## src/rtl/dnn_argmax_pkg.sv

```systemverilog
// Shared types and helpers for the streaming argmax blocks.
package dnn_argmax_pkg;

    // Widest score the helper below can describe.
    localparam int MAX_IN_BITS = 64;

    typedef enum logic {
        ST_ACCUM = 1'b0,
        ST_HOLD  = 1'b1
    } argmax_state_t;

    // Most negative two's-complement value of a 'bits'-wide score. The result
    // is wider than needed; callers truncate it to their own score width, which
    // leaves only the sign bit set.
    function automatic logic [MAX_IN_BITS-1:0] most_neg(input int bits);
        logic [MAX_IN_BITS-1:0] v;
        v = '1;
        v = v << (bits - 1);
        return v;
    endfunction

endpackage

```

## src/rtl/argmax_update.sv

```systemverilog
// One step of the running argmax: folds a single score into the
// (best, second, best_idx) triple. Purely combinational so that wider
// multi-lane variants can chain several copies in one cycle.
module argmax_update #(
    parameter int IN_BITS  = 16,
    parameter int IDX_BITS = 4
) (
    input  logic [IN_BITS-1:0]  i_best,
    input  logic [IN_BITS-1:0]  i_second,
    input  logic [IDX_BITS-1:0] i_best_idx,
    input  logic [IN_BITS-1:0]  i_score,
    input  logic [IDX_BITS-1:0] i_idx,
    output logic [IN_BITS-1:0]  o_best,
    output logic [IN_BITS-1:0]  o_second,
    output logic [IDX_BITS-1:0] o_best_idx
);

    logic w_gt_best;
    logic w_gt_second;

    assign w_gt_best   = $signed(i_score) > $signed(i_best);
    assign w_gt_second = $signed(i_score) > $signed(i_second);

    // Strictly-greater keeps the earliest index on ties; an equal score
    // still qualifies as runner-up, which yields a zero margin.
    always_comb begin
        o_best     = i_best;
        o_second   = i_second;
        o_best_idx = i_best_idx;
        if (w_gt_best) begin
            o_best     = i_score;
            o_second   = i_best;
            o_best_idx = i_idx;
        end else if (w_gt_second) begin
            o_second   = i_score;
        end
    end

endmodule

```

## src/rtl/stream_argmax.sv

```systemverilog
// Streaming argmax over fixed-length frames of signed scores. Each frame is
// NUM_CLASSES beats; the result (index, max, margin to runner-up, framing
// error) is registered and held until downstream takes it.
//
//   state    | meaning
//   ---------+-----------------------------------------------------------
//   ST_ACCUM | accepting beats, in_ready=1, folding scores into best/second
//   ST_HOLD  | result registered on outputs, out_valid=1, input stalled
module stream_argmax
    import dnn_argmax_pkg::*;
#(
    parameter int IN_BITS     = 16,
    parameter int NUM_CLASSES = 10,
    parameter int IDX_BITS    = $clog2(NUM_CLASSES)
) (
    input  logic                clk,
    input  logic                rst_n,
    input  logic                in_valid,
    output logic                in_ready,
    input  logic [IN_BITS-1:0]  in_data,
    input  logic                in_last,
    output logic                out_valid,
    input  logic                out_ready,
    output logic [IDX_BITS-1:0] out_idx,
    output logic [IN_BITS-1:0]  out_max,
    output logic [IN_BITS:0]    out_margin,
    output logic                out_err
);

    localparam logic [IDX_BITS-1:0] LAST_IDX = IDX_BITS'(NUM_CLASSES - 1);
    localparam logic [IN_BITS-1:0]  MOST_NEG = IN_BITS'(most_neg(IN_BITS));

    argmax_state_t r_state;
    argmax_state_t w_state_nxt;

    logic [IDX_BITS-1:0] r_cnt;
    logic [IN_BITS-1:0]  r_best;
    logic [IN_BITS-1:0]  r_second;
    logic [IDX_BITS-1:0] r_best_idx;
    logic                r_err;

    logic [IDX_BITS-1:0] r_out_idx;
    logic [IN_BITS-1:0]  r_out_max;
    logic [IN_BITS:0]    r_out_margin;
    logic                r_out_err;

    logic                w_beat;
    logic                w_first;
    logic                w_close;
    logic                w_err_beat;
    logic [IN_BITS-1:0]  w_upd_best;
    logic [IN_BITS-1:0]  w_upd_second;
    logic [IDX_BITS-1:0] w_upd_idx;
    logic [IN_BITS-1:0]  w_nxt_best;
    logic [IN_BITS-1:0]  w_nxt_second;
    logic [IDX_BITS-1:0] w_nxt_idx;
    logic [IN_BITS:0]    w_margin;

    assign in_ready  = (r_state == ST_ACCUM);
    assign out_valid = (r_state == ST_HOLD);

    assign w_beat  = in_valid && in_ready;
    assign w_first = (r_cnt == '0);
    assign w_close = (r_cnt == LAST_IDX);

    // in_last only flags framing errors; the counter alone ends a frame.
    assign w_err_beat = w_close ? ~in_last : in_last;

    argmax_update #(
        .IN_BITS  (IN_BITS),
        .IDX_BITS (IDX_BITS)
    ) u_update (
        .i_best     (r_best),
        .i_second   (r_second),
        .i_best_idx (r_best_idx),
        .i_score    (in_data),
        .i_idx      (r_cnt),
        .o_best     (w_upd_best),
        .o_second   (w_upd_second),
        .o_best_idx (w_upd_idx)
    );

    // Class 0 seeds the accumulators instead of being compared against stale state.
    assign w_nxt_best   = w_first ? in_data  : w_upd_best;
    assign w_nxt_second = w_first ? MOST_NEG : w_upd_second;
    assign w_nxt_idx    = w_first ? '0       : w_upd_idx;

    // Sign-extend by one bit so max - min of the score range cannot overflow.
    assign w_margin = {w_nxt_best[IN_BITS-1], w_nxt_best}
                    - {w_nxt_second[IN_BITS-1], w_nxt_second};

    // State register.
    always_ff @(posedge clk or negedge rst_n) begin
        if (!rst_n) begin
            r_state <= ST_ACCUM;
        end else begin
            r_state <= w_state_nxt;
        end
    end

    // Next-state: close on the final counted beat, reopen on the output handshake.
    always_comb begin
        w_state_nxt = r_state;
        case (r_state)
            ST_ACCUM: if (w_beat && w_close) w_state_nxt = ST_HOLD;
            ST_HOLD:  if (out_ready)         w_state_nxt = ST_ACCUM;
            default:                         w_state_nxt = ST_ACCUM;
        endcase
    end

    // Accumulate scores per beat; capture the result when the frame closes.
    always_ff @(posedge clk or negedge rst_n) begin
        if (!rst_n) begin
            r_cnt        <= '0;
            r_best       <= '0;
            r_second     <= '0;
            r_best_idx   <= '0;
            r_err        <= 1'b0;
            r_out_idx    <= '0;
            r_out_max    <= '0;
            r_out_margin <= '0;
            r_out_err    <= 1'b0;
        end else if (w_beat) begin
            r_best     <= w_nxt_best;
            r_second   <= w_nxt_second;
            r_best_idx <= w_nxt_idx;
            if (w_close) begin
                r_cnt        <= '0;
                r_err        <= 1'b0;
                r_out_idx    <= w_nxt_idx;
                r_out_max    <= w_nxt_best;
                r_out_margin <= w_margin;
                r_out_err    <= r_err | w_err_beat;
            end else begin
                r_cnt <= r_cnt + IDX_BITS'(1);
                r_err <= r_err | w_err_beat;
            end
        end
    end

    assign out_idx    = r_out_idx;
    assign out_max    = r_out_max;
    assign out_margin = r_out_margin;
    assign out_err    = r_out_err;

endmodule

```

## config.mk

```make
export PLATFORM = sky130hd
export DESIGN_NAME = stream_argmax
export DESIGN_NICKNAME = d
export VERILOG_FILES = /design/src/rtl/dnn_argmax_pkg.sv /design/src/rtl/argmax_update.sv /design/src/rtl/stream_argmax.sv
export SDC_FILE = /design/constraint.sdc
export NUM_CORES = 1
export LEC_CHECK = 0
export CAP_MARGIN = 40
export CORE_MARGIN = 2
export CORE_UTILIZATION = 59
export CTS_CLUSTER_SIZE = 16
export DETAILED_ROUTE_END_ITERATION = 6
export PLACE_DENSITY = 0.83
export SLEW_MARGIN = 20
export SYNTH_ARGS = -nofsm -noshare
export SYNTH_HDL_FRONTEND = slang
export SYNTH_SLANG_ARGS = --single-unit
```

## constraint.sdc

```tcl
create_clock -name clk -period 8.8 [get_ports clk]
set_input_delay 0.88 -clock clk [delete_from_list [all_inputs] [get_ports clk]]
set_output_delay 0.88 -clock clk [all_outputs]
set_load 0.005 [all_outputs]
```

==> Yosys cells after proc, flatten, opt, wreduce, memory -nomap -nowiden <==
Cells that the tools add are included.
{ "op_classes": {"addsub": 2, "multipliers": 0, "div_mod_pow": 0, "n_lt_le_gt_ge": 2, "n_eq_ne": 1, "shift": 0, "mux": 13, "n_bitwise": 3, "n_reduce_logical": 4} }
{ "ops": {"columns": ["op", "n"], "rows": [
  ["16-bit two-way mux", 5],
  ["16-bit > comparator", 2],
  ["16-bit by 16-bit subtractor with 17-bit output", 1],
  ["4-bit two-way mux", 3],
  ["4-bit by 1-bit adder with 4-bit output, second input constant", 1],
  ["4-bit equality test, second input constant", 1],
  ["4-bit zero test", 1],
  ["1-bit two-way mux", 4],
  ["1-bit logical AND", 2],
  ["1-bit inverter", 2],
  ["1-bit one-hot mux with 2 select lines", 1],
  ["2-bit AND reduction", 1],
  ["1-bit OR", 1]
]} }
{ "totals": {"reg_bits": 80, "latchBits": 0, "ram_bits": 0, "mem_bits_ro": 0, "input_bits": 21, "memories": 0} }

==> Depth between registers and ports, before layout <==
Gate-level depths: netlist (run 1).
{ "logic_depth": {"word_depth": 5, "mapped_depth": 20, "ltp_nobuf": 19} }

==> By module <==
From an unflattened synthesis (run 1), not the netlist that was laid out.
{ "unflattened": {"hier_cells": 600, "hier_area_um2": 5396.4} }
{ "modules_own_cells": {"columns": ["mod", "instances", "cells_per_inst", "area_each_um2", "seq_area_each_um2"], "rows": [
  ["stream_argmax", 1, 426, 3951.3, 2001.9],
  ["argmax_update", 1, 174, 1445.1, 0.0]
]} }

==> Worst setup path before layout (run 1) <==
Ideal clock, no wire load.
{ "synth_path": {"path_type": "input to register", "startpoint": "in in_data[6]", "endpoint": "reg r_out_margin[14] (netlist: out_margin[14])", "setup_time_ns": 0.135, "arrival_time_ns": 4.471, "required_time_ns": 8.665, "slack_ns": 4.194, "cell_stages": 17, "cell_sequence": "ha_1 -> nand4_1 -> nor3_1 -> nand2_1 -> o211ai_1 -> nand2_1 -> nor2_1 -> buf_2 -> a22oi_1 -> fa_1 -> a21o_1 -> a311oi_1 -> o21a_1 -> o31ai_1 -> a31oi_1 -> mux2i_1 -> o21ai_0"} }
{ "synth_via": {"elab_chain_len": 5, "elab_cells_between_ends": 8, "classes_between": "1 x add/sub; 2 x order compare; 5 x mux"} }
{ "synth_rtl": {"columns": ["item", "line", "text"], "rows": [
  ["from (decl)", "stream_argmax.sv:20", "input logic [IN_BITS-1:0] in_data,"],
  ["16-bit > comparator", "argmax_update.sv:22", "assign w_gt_second = $signed(i_score) > $signed(i_second);"],
  ["16-bit two-way mux", "argmax_update.sv:34", "end else if (w_gt_second) begin"],
  ["16-bit two-way mux", "argmax_update.sv:30", "if (w_gt_best) begin"],
  ["16-bit two-way mux", "stream_argmax.sv:85", "assign w_nxt_second = w_first ? MOST_NEG : w_upd_second;"],
  ["16-bit by 16-bit subtractor with 17-bit output (*)", "stream_argmax.sv:90", "- {w_nxt_second[IN_BITS-1], w_nxt_second};"],
  ["to (signal assigned)", "stream_argmax.sv:132", "r_out_margin <= w_margin;"],
  ["to (decl)", "stream_argmax.sv:44", "logic [IN_BITS:0] r_out_margin;"]
]} }
Every way passes the cells marked *; elsewhere a longest branch is shown, timed or not.
A chain may end at the register's enable or synchronous reset.

==> Worst setup path after layout (run 1) <==
{ "layout_path": {"startpoint": "in in_data[13]", "endpoint": "reg r_out_margin[14] (netlist: out_margin[14])"} }
{ "layout_via": {"elab_chain_len": 5, "elab_cells_between_ends": 8, "classes_between": "1 x add/sub; 2 x order compare; 5 x mux"} }
{ "layout_rtl": {"columns": ["item", "line", "text"], "rows": [
  ["16-bit > comparator", "argmax_update.sv:22", null],
  ["16-bit two-way mux", "argmax_update.sv:34", null],
  ["16-bit two-way mux (*)", "argmax_update.sv:30", null],
  ["16-bit two-way mux (*)", "stream_argmax.sv:85", null],
  ["named net w_nxt_second[0]", "stream_argmax.sv:55", "logic [IN_BITS-1:0] w_nxt_second;"],
  ["16-bit by 16-bit subtractor with 17-bit output (*)", "stream_argmax.sv:90", null]
]} }
The timed path passes the listed nets; every way through them passes the cells marked *.

==> flow_metrics.py, run 1 <==
metrics = {
    "timing": {
        "finalHoldViolations": 0,
        "hold_ws_ns": 0.421,
        "max_clock_freq_mhz": 171,
        "slew_violations": 0,
        "tightest_slew_ns": 0.786,
        "min_period_ns": 5.83,
        "fin_crit_sh_pct": 66.3,
        "clock_skew_ns": 0.0101,
        "max_slew_margin_pct": 47.1,
        "setup_viol": 0,
        "setup_tns_ns": 0,
        "rsz0062_at_grt": "false",
    },
    "yosys": {
        "synth_ff_type": "dfrtp_1",
        "yosysSeqAreaShare_pct": 38.3,
        "syn_nets": 640,
        "syn_area_um2": 5230,
        "synth.avg_cell_area_um2": 9.18,
        "synth-edff-count": 0,
        "ys_types": 58,
        "synthCells": 570,
        "synth-seq-cells": 80,
        "async_flop_share_pct": 100,
        "yosysWarnings": 0,
    },
    "worst_setup_path": {
        "crit_required_ns": 9.02,
        "worstPathMaxFanout": 7,
        "worst-setup-path-type": "in -> reg",
        "rr_startpoint": "r_best[13]",
        "end_kind": "register",
        "arrival_ns": 6.05,
        "start_kind": "primary input",
        "cp-startpoint": "in_data[13]",
    },
    "route": {
        "drt_iter0_markers": 333,
        "wl_per_cell_um": 18.8,
        "dr.pass1.iters": 7,
        "post-route-drc-count": 0,
        "detail-route-antenna-nets": 0,
        "via_count": 4655,
        "via_per_inst": 6.27,
        "wl_um": 13900,
    },
    "cts": {
        "htreeDepth": 3,
        "cts-buffers-inserted": 9,
        "cts_buffer_depth": 2,
        "numClockSinks": 80,
        "postCtsSetupBuffers": 0,
        "tritoncts": "yes",
        "root_buffer": "clkbuf_8",
        "hold_buffers": 0,
        "ctsResizeCount": 0,
        "clock_latency_ns": 0.36,
        "clk_pin_slew_ns": 0.09,
    },
    "outcome": {
        "run_status": "completed",
    },
    "cells_and_area": {
        "diodes": 0,
        "fin_util_pct": 70.8,
        "area_growth_pct": 17.5,
        "multi_input_area_um2": 2920,
        "seqCellArea_um2": 2000,
        "nets": 699,
        "drive_gt1_share_pct": 9.15,
        "nFillCells": 703,
    },
    "place": {
        "io_buffer_count": 60,
        "gp_routability_congestion": 0.988,
        "dpl.hpwl_um": 10300,
    },
    "global_routing": {
        "antenna_found_initial": 0,
        "gr-usage-all-layers_pct": 30.3,
        "grt_pass1_vias": 4785,
        "grt_pass1_wl_um": 23400,
        "grt_max_degree": 57,
        "grt_overflow": 0,
    },
    "floorplanning": {
        "die_w_um": 98.2,
        "die_area_um2": 9630,
        "core_area_um2": 8680,
        "io-pin-count": 61,
        "rows": 34,
        "die_y_um": 98.2,
        "initial_core_util_pct": 60.3,
    },
    "power_and_ir_drop": {
        "p_leak_nw": 2.83,
        "power_density_nw_per_um2": 444,
        "ir_worst_vdd_uv": 214,
        "power_mw": 2.73,
    },
    "hold_path": {
        "hold_path_class": "in -> async",
    },
    "run": {
        "cap_violations": 0,
    },
}
metal layers:
| metal | up-vias | global-route usage, % | wire (um) |
|---|---|---|---|
| met5 | - | 0 | 0 |
| met4 | 0 | 14.8 | 549 |
| met3 | 43 | 4.87 | 864 |
| met2 | 198 | 50.8 | 6780 |
| met1 | 2238 | 38.3 | 5740 |
| li1 | 2176 | - | - |
cells in the mapped netlist, drive strengths merged, types with 8 or more instances:
cell type | number | area share (%)
buf | 11 | 1.4
ha | 48 | 11
mux2i | 16 | 3.1
nor2 | 19 | 1.4
a22oi | 13 | 1.9
nor3 | 8 | 0.77
nand2 | 56 | 4.0
clkbuf | 11 | 0.79
a31oi | 8 | 0.96
inv | 55 | 3.9
o221ai | 14 | 2.5
dfrtp | 80 | 38
nand3 | 24 | 2.4
a21oi | 21 | 2.2
mux2 | 17 | 3.7
o21ai | 77 | 7.4
logic make-up after synthesis:
group	after synthesis	share of synthesized area [%]
multiplexers	33	6.72
XOR/XNOR	12	2.01
AO/OA/AOI/OAI	173	21.3
adder cells (fa/ha/maj)	49	11.9
flip-flops	80	38.3
buffers and inverters	77	6.17
AND/OR/NAND/NOR	146	13.6
final timing paths:
| check | depth (start not counted) | endpoint | slack (ns) |
|---|---|---|---|
| max | 19 | out_margin[14] | 2.97 |
| min | 1 | r_second[12] | 0.42 |
| max reg2reg | 19 | out_margin[14] | 3.60 |
| min reg2reg | 2 | out_margin[1] | 0.49 |
| max in group asynchronous | 2 | out_idx[1] | 7.79 |
| min in group clk | 2 | out_margin[1] | 0.49 |
area by class of cell:
class | count | share of cell area (%)
Inverter | 55 | 3.36
Clock inverter | 7 | 0.896
Timing Repair Buffer | 70 | 11.5
Sequential cell | 80 | 32.6
Tap cell | 108 | 2.20
Multi-Input combinational cell | 413 | 47.5
Clock buffer | 9 | 2.02
flip-flops by register name, summed over array words and instances (netlist names):
signal	count
out_err	1
out_idx	4
out_margin	17
out_max	16
out_valid	1
r_best	16
r_best_idx	4
r_cnt	4
r_err	1
r_second	16
placed cells by master (no fill, tap or decap), drive strengths merged, types with 11 or more instances in the layout:
master and n:
a22oi 13, ha 48, nor2 19, mux2i 16, mux2 17, nand3 24
nand2 56, buf 11, o221ai 14, inv 57, dfrtp 80, o21ai 77
clkdlybuf4s50 59, a21oi 21
power by group:
| group | switching, mW | total [mW] | internal, mW | leakage (nW) |
|---|---|---|---|---|
| Sequential | 0.114 | 0.646 | 0.532 | 1.00 |
| Clock | 0.150 | 0.255 | 0.105 | 0.0862 |
| Combinational | 1.02 | 1.83 | 0.802 | 1.74 |
| Total | 1.29 | 2.73 | 1.44 | 2.83 |
per-stage QoR:
| step | instances | setup WS [ns] | instance area, um^2 |
|---|---|---|---|
| detailed placement | 725 | 2.77 | 5960 |
| CTS | 741 | 3.10 | 6130 |
| global route | 742 | 2.62 | 6150 |
| finish | 742 | 2.97 | 6150 |
| floorplan | 570 | 4.19 | 5230 |
| global placement | 722 | 2.99 | 5910 |
critical path, stage by stage:
cell and delay (ns):
clkdlybuf4s50_1 0.51, ha_1 0.36, nand4_1 0.17, nor3_1 0.31
nand2_1 0.13, o211ai_1 0.44, nand2_1 0.28, nor2_1 0.49
a22o_1 0.26, ha_1 0.17, inv_1 0.06, fa_1 0.43
a21o_1 0.24, a311oi_1 0.41, o21a_1 0.23, o31ai_1 0.12
a31oi_1 0.25, mux2i_1 0.21, o21ai_0 0.10
(Power assumes the default switching activity.)
==> run 2, diff against run 1 <==
Settings changed: CORE_UTILIZATION 59 to 51, PLACE_DENSITY 0.83 to 0.77.
Clock period 8.8 ns to 4.8 ns, I/O delays scaled along.
==> run 2 against run 1 <==
Worst hold slack lost 0.36 ns. Routed wire length grew 5.9%. Via count rose by 5.8%. Die area up 15%. Combinational power up 120%. Sequential share of layout area fell by 3.0 points. Clock skew about the same. Non-clock buffer count increased by 67. Sequential power up 81%. Register-to-register slack lost 3.3 ns. Critical path depth stayed put. Largest cell class unchanged.
==> flow_metrics.py, run 2 (same netlist as run 1, synthesis figures left out) <==
metrics = {
    "power_and_ir_drop": {
        "power.share.switching_pct": 43.5,
        "power_mw": 5.78,
        "power_density_nw_per_um2": 854,
        "ir_worst_vdd_uv": 436,
        "p_switching_mw": 2.51,
        "power.internal_mw": 3.26,
        "pwr-share-seq_pct": 20.3,
        "clkPwrFrac_pct": 10.8,
        "combPwrFrac_pct": 69.0,
        "p_leak_nw": 3.19,
    },
    "outcome": {
        "run_status": "completed",
    },
    "worst_setup_path": {
        "worst-setup-path-type": "in -> reg",
        "r2r_slack_ns": 0.34,
        "end_kind": "register",
        "slowest_delay_ns": 0.43,
        "cp_common_cell": "a21o_1",
        "path_cells": "clkdlybuf4s50_1, buf_4, ha_1, a21o_1, a21o_1, a31oi_1, o211ai_1, a21oi_2, mux2i_2, ha_1, inv_1, fa_1, a21o_1, a311oi_2, o21a_1, o31ai_2, a31oi_2, mux2i_1, o21ai_0",
        "worstPathMaxFanout": 4,
        "reg2regPathDepth": 19,
        "rr_startpoint": "r_second[6]",
        "critical-path-top-delay-family": "compound AO/OA/AOI/OAI gates",
        "slowest_stage": "clkdlybuf4s50_1",
        "crit_required_ns": 5.06,
        "crit_buf_inv": 3,
        "start_kind": "primary input",
        "crit_end": "out_margin[14]",
        "path_depth": 19,
        "arrival_ns": 4.90,
        "r2r-end": "out_margin[14]",
        "cp-startpoint": "in_data[11]",
    },
    "cts": {
        "htreeDepth": 3,
        "hold_buffers": 0,
        "clock_latency_ns": 0.37,
        "clk_pin_slew_ns": 0.09,
        "root_buffer": "clkbuf_8",
        "tritoncts": "yes",
        "cts-buffers-inserted": 9,
        "cts_buffer_depth": 2,
        "numClockSinks": 80,
        "postCtsSetupBuffers": 0,
        "ctsResizeCount": 0,
    },
    "floorplanning": {
        "die_area_um2": 11100,
        "io-pin-count": 61,
        "die_w_um": 105,
        "rows": 36,
        "initial_core_util_pct": 53.0,
        "die_y_um": 105,
        "core_area_um2": 9860,
    },
    "cells_and_area": {
        "mostFrequentLayoutCell": "dfrtp_1",
        "area_growth_pct": 29.4,
        "diodes": 0,
        "seqCellArea_um2": 2000,
        "layout_common_cells": "dfrtp_1, buf_4, o21ai_0",
        "multi_input_area_um2": 2940,
        "nets": 766,
        "nFillCells": 769,
        "largest_reg_flops": 17,
        "drive_gt1_share_pct": 18.5,
    },
    "place": {
        "dpl.hpwl_um": 11100,
        "post-place-ws_ns": -0.241,
        "io_buffer_count": 60,
        "gp_routability_congestion": 0.933,
    },
    "timing": {
        "max_slew_margin_pct": 64.7,
        "fin_crit_sh_pct": 96.7,
        "slew_violations": 0,
        "max_clock_freq_mhz": 215,
        "setup_viol": 0,
        "finalHoldViolations": 0,
        "clock_skew_ns": 0.0105,
        "min_period_ns": 4.64,
        "setup_ws_ns": 0.157,
        "rsz0062_at_grt": "true",
        "tightest_slew_ns": 0.514,
    },
    "route": {
        "dr.pass1.iters": 6,
        "via_per_inst": 5.90,
        "wl_um": 14700,
        "via_count": 4924,
        "drt_iter0_markers": 315,
        "detail-route-antenna-nets": 0,
        "post-route-drc-count": 0,
        "wl_per_cell_um": 17.7,
    },
    "hold_path": {
        "hold_path_class": "in -> async",
    },
    "global_routing": {
        "antenna_found_initial": 0,
        "grt_max_degree": 46,
        "grt_pass1_vias": 4902,
        "grt_overflow": 0,
        "grt_pass1_wl_um": 24200,
        "gr-usage-all-layers_pct": 27.4,
    },
    "run": {
        "cap_violations": 0,
    },
}
==> run 2: worst min-delay path by stage <==
stage                  startpoint       endpoint  depth (start not counted)
floorplan                   rst_n        out_err                          0
global placement      r_second[6]    r_second[6]                          2
detailed placement  out_margin[6]  out_margin[6]                          2
CTS                         rst_n   r_second[12]                          1
global route                rst_n   r_second[12]                          1
finish                      rst_n   r_second[12]                          1
==> run 2: layer usage <==
layer,routed length [um],GRT usage (%),up-vias
li1,-,-,2307
met1,5990,33.9,2352
met2,7340,47.4,213
met3,873,4.64,52
met4,541,11.1,0
met5,0,0,-
==> run 2: cell type report <==
type	instances	share of cell area, %
clock buffer	10	1.89
inverter	55	3.05
tap	133	2.46
clock inverter	6	1.70
multi-input combinational	413	43.5
sequential	80	29.6
timing repair buffer	137	17.9
==> run 2: stage by stage <==
step	instance area [um^2]	TNS, ns	util [%]	hold slack, ns	std cells
floorplan	5230	0	-	0.184	570
global placement	6460	-0.411	65.5	0.463	816
detailed placement	6490	-0.881	65.8	0.470	818
CTS	6740	0	68.3	0.0914	834
global route	6770	-0.0765	68.6	0.111	834
finish	6770	0	68.6	0.0632	834
==> run 2: worst reg2reg max path, delay by kind of cell (launching register included) <==
| family | cells | cell delay [ns] |
|---|---|---|
| AND/OR/NAND/NOR | 6 | 1.36 |
| multiplexers | 1 | 0.18 |
| flip-flops | 1 | 0.37 |
| buffers and inverters | 3 | 0.42 |
| adder cells (fa/ha/maj) | 2 | 0.65 |
| AO/OA/AOI/OAI | 7 | 1.36 |
==> run 2: power by group through the flow <==
stage	logic [mW]	clock network (mW)	registers [mW]
after floorplan	2.30	0	1.14
after global placement	3.70	0	1.17
after detailed placement	3.83	0	1.18
after CTS	3.87	0.627	1.17
after global routing	4.37	0.659	1.21
final	3.98	0.623	1.17
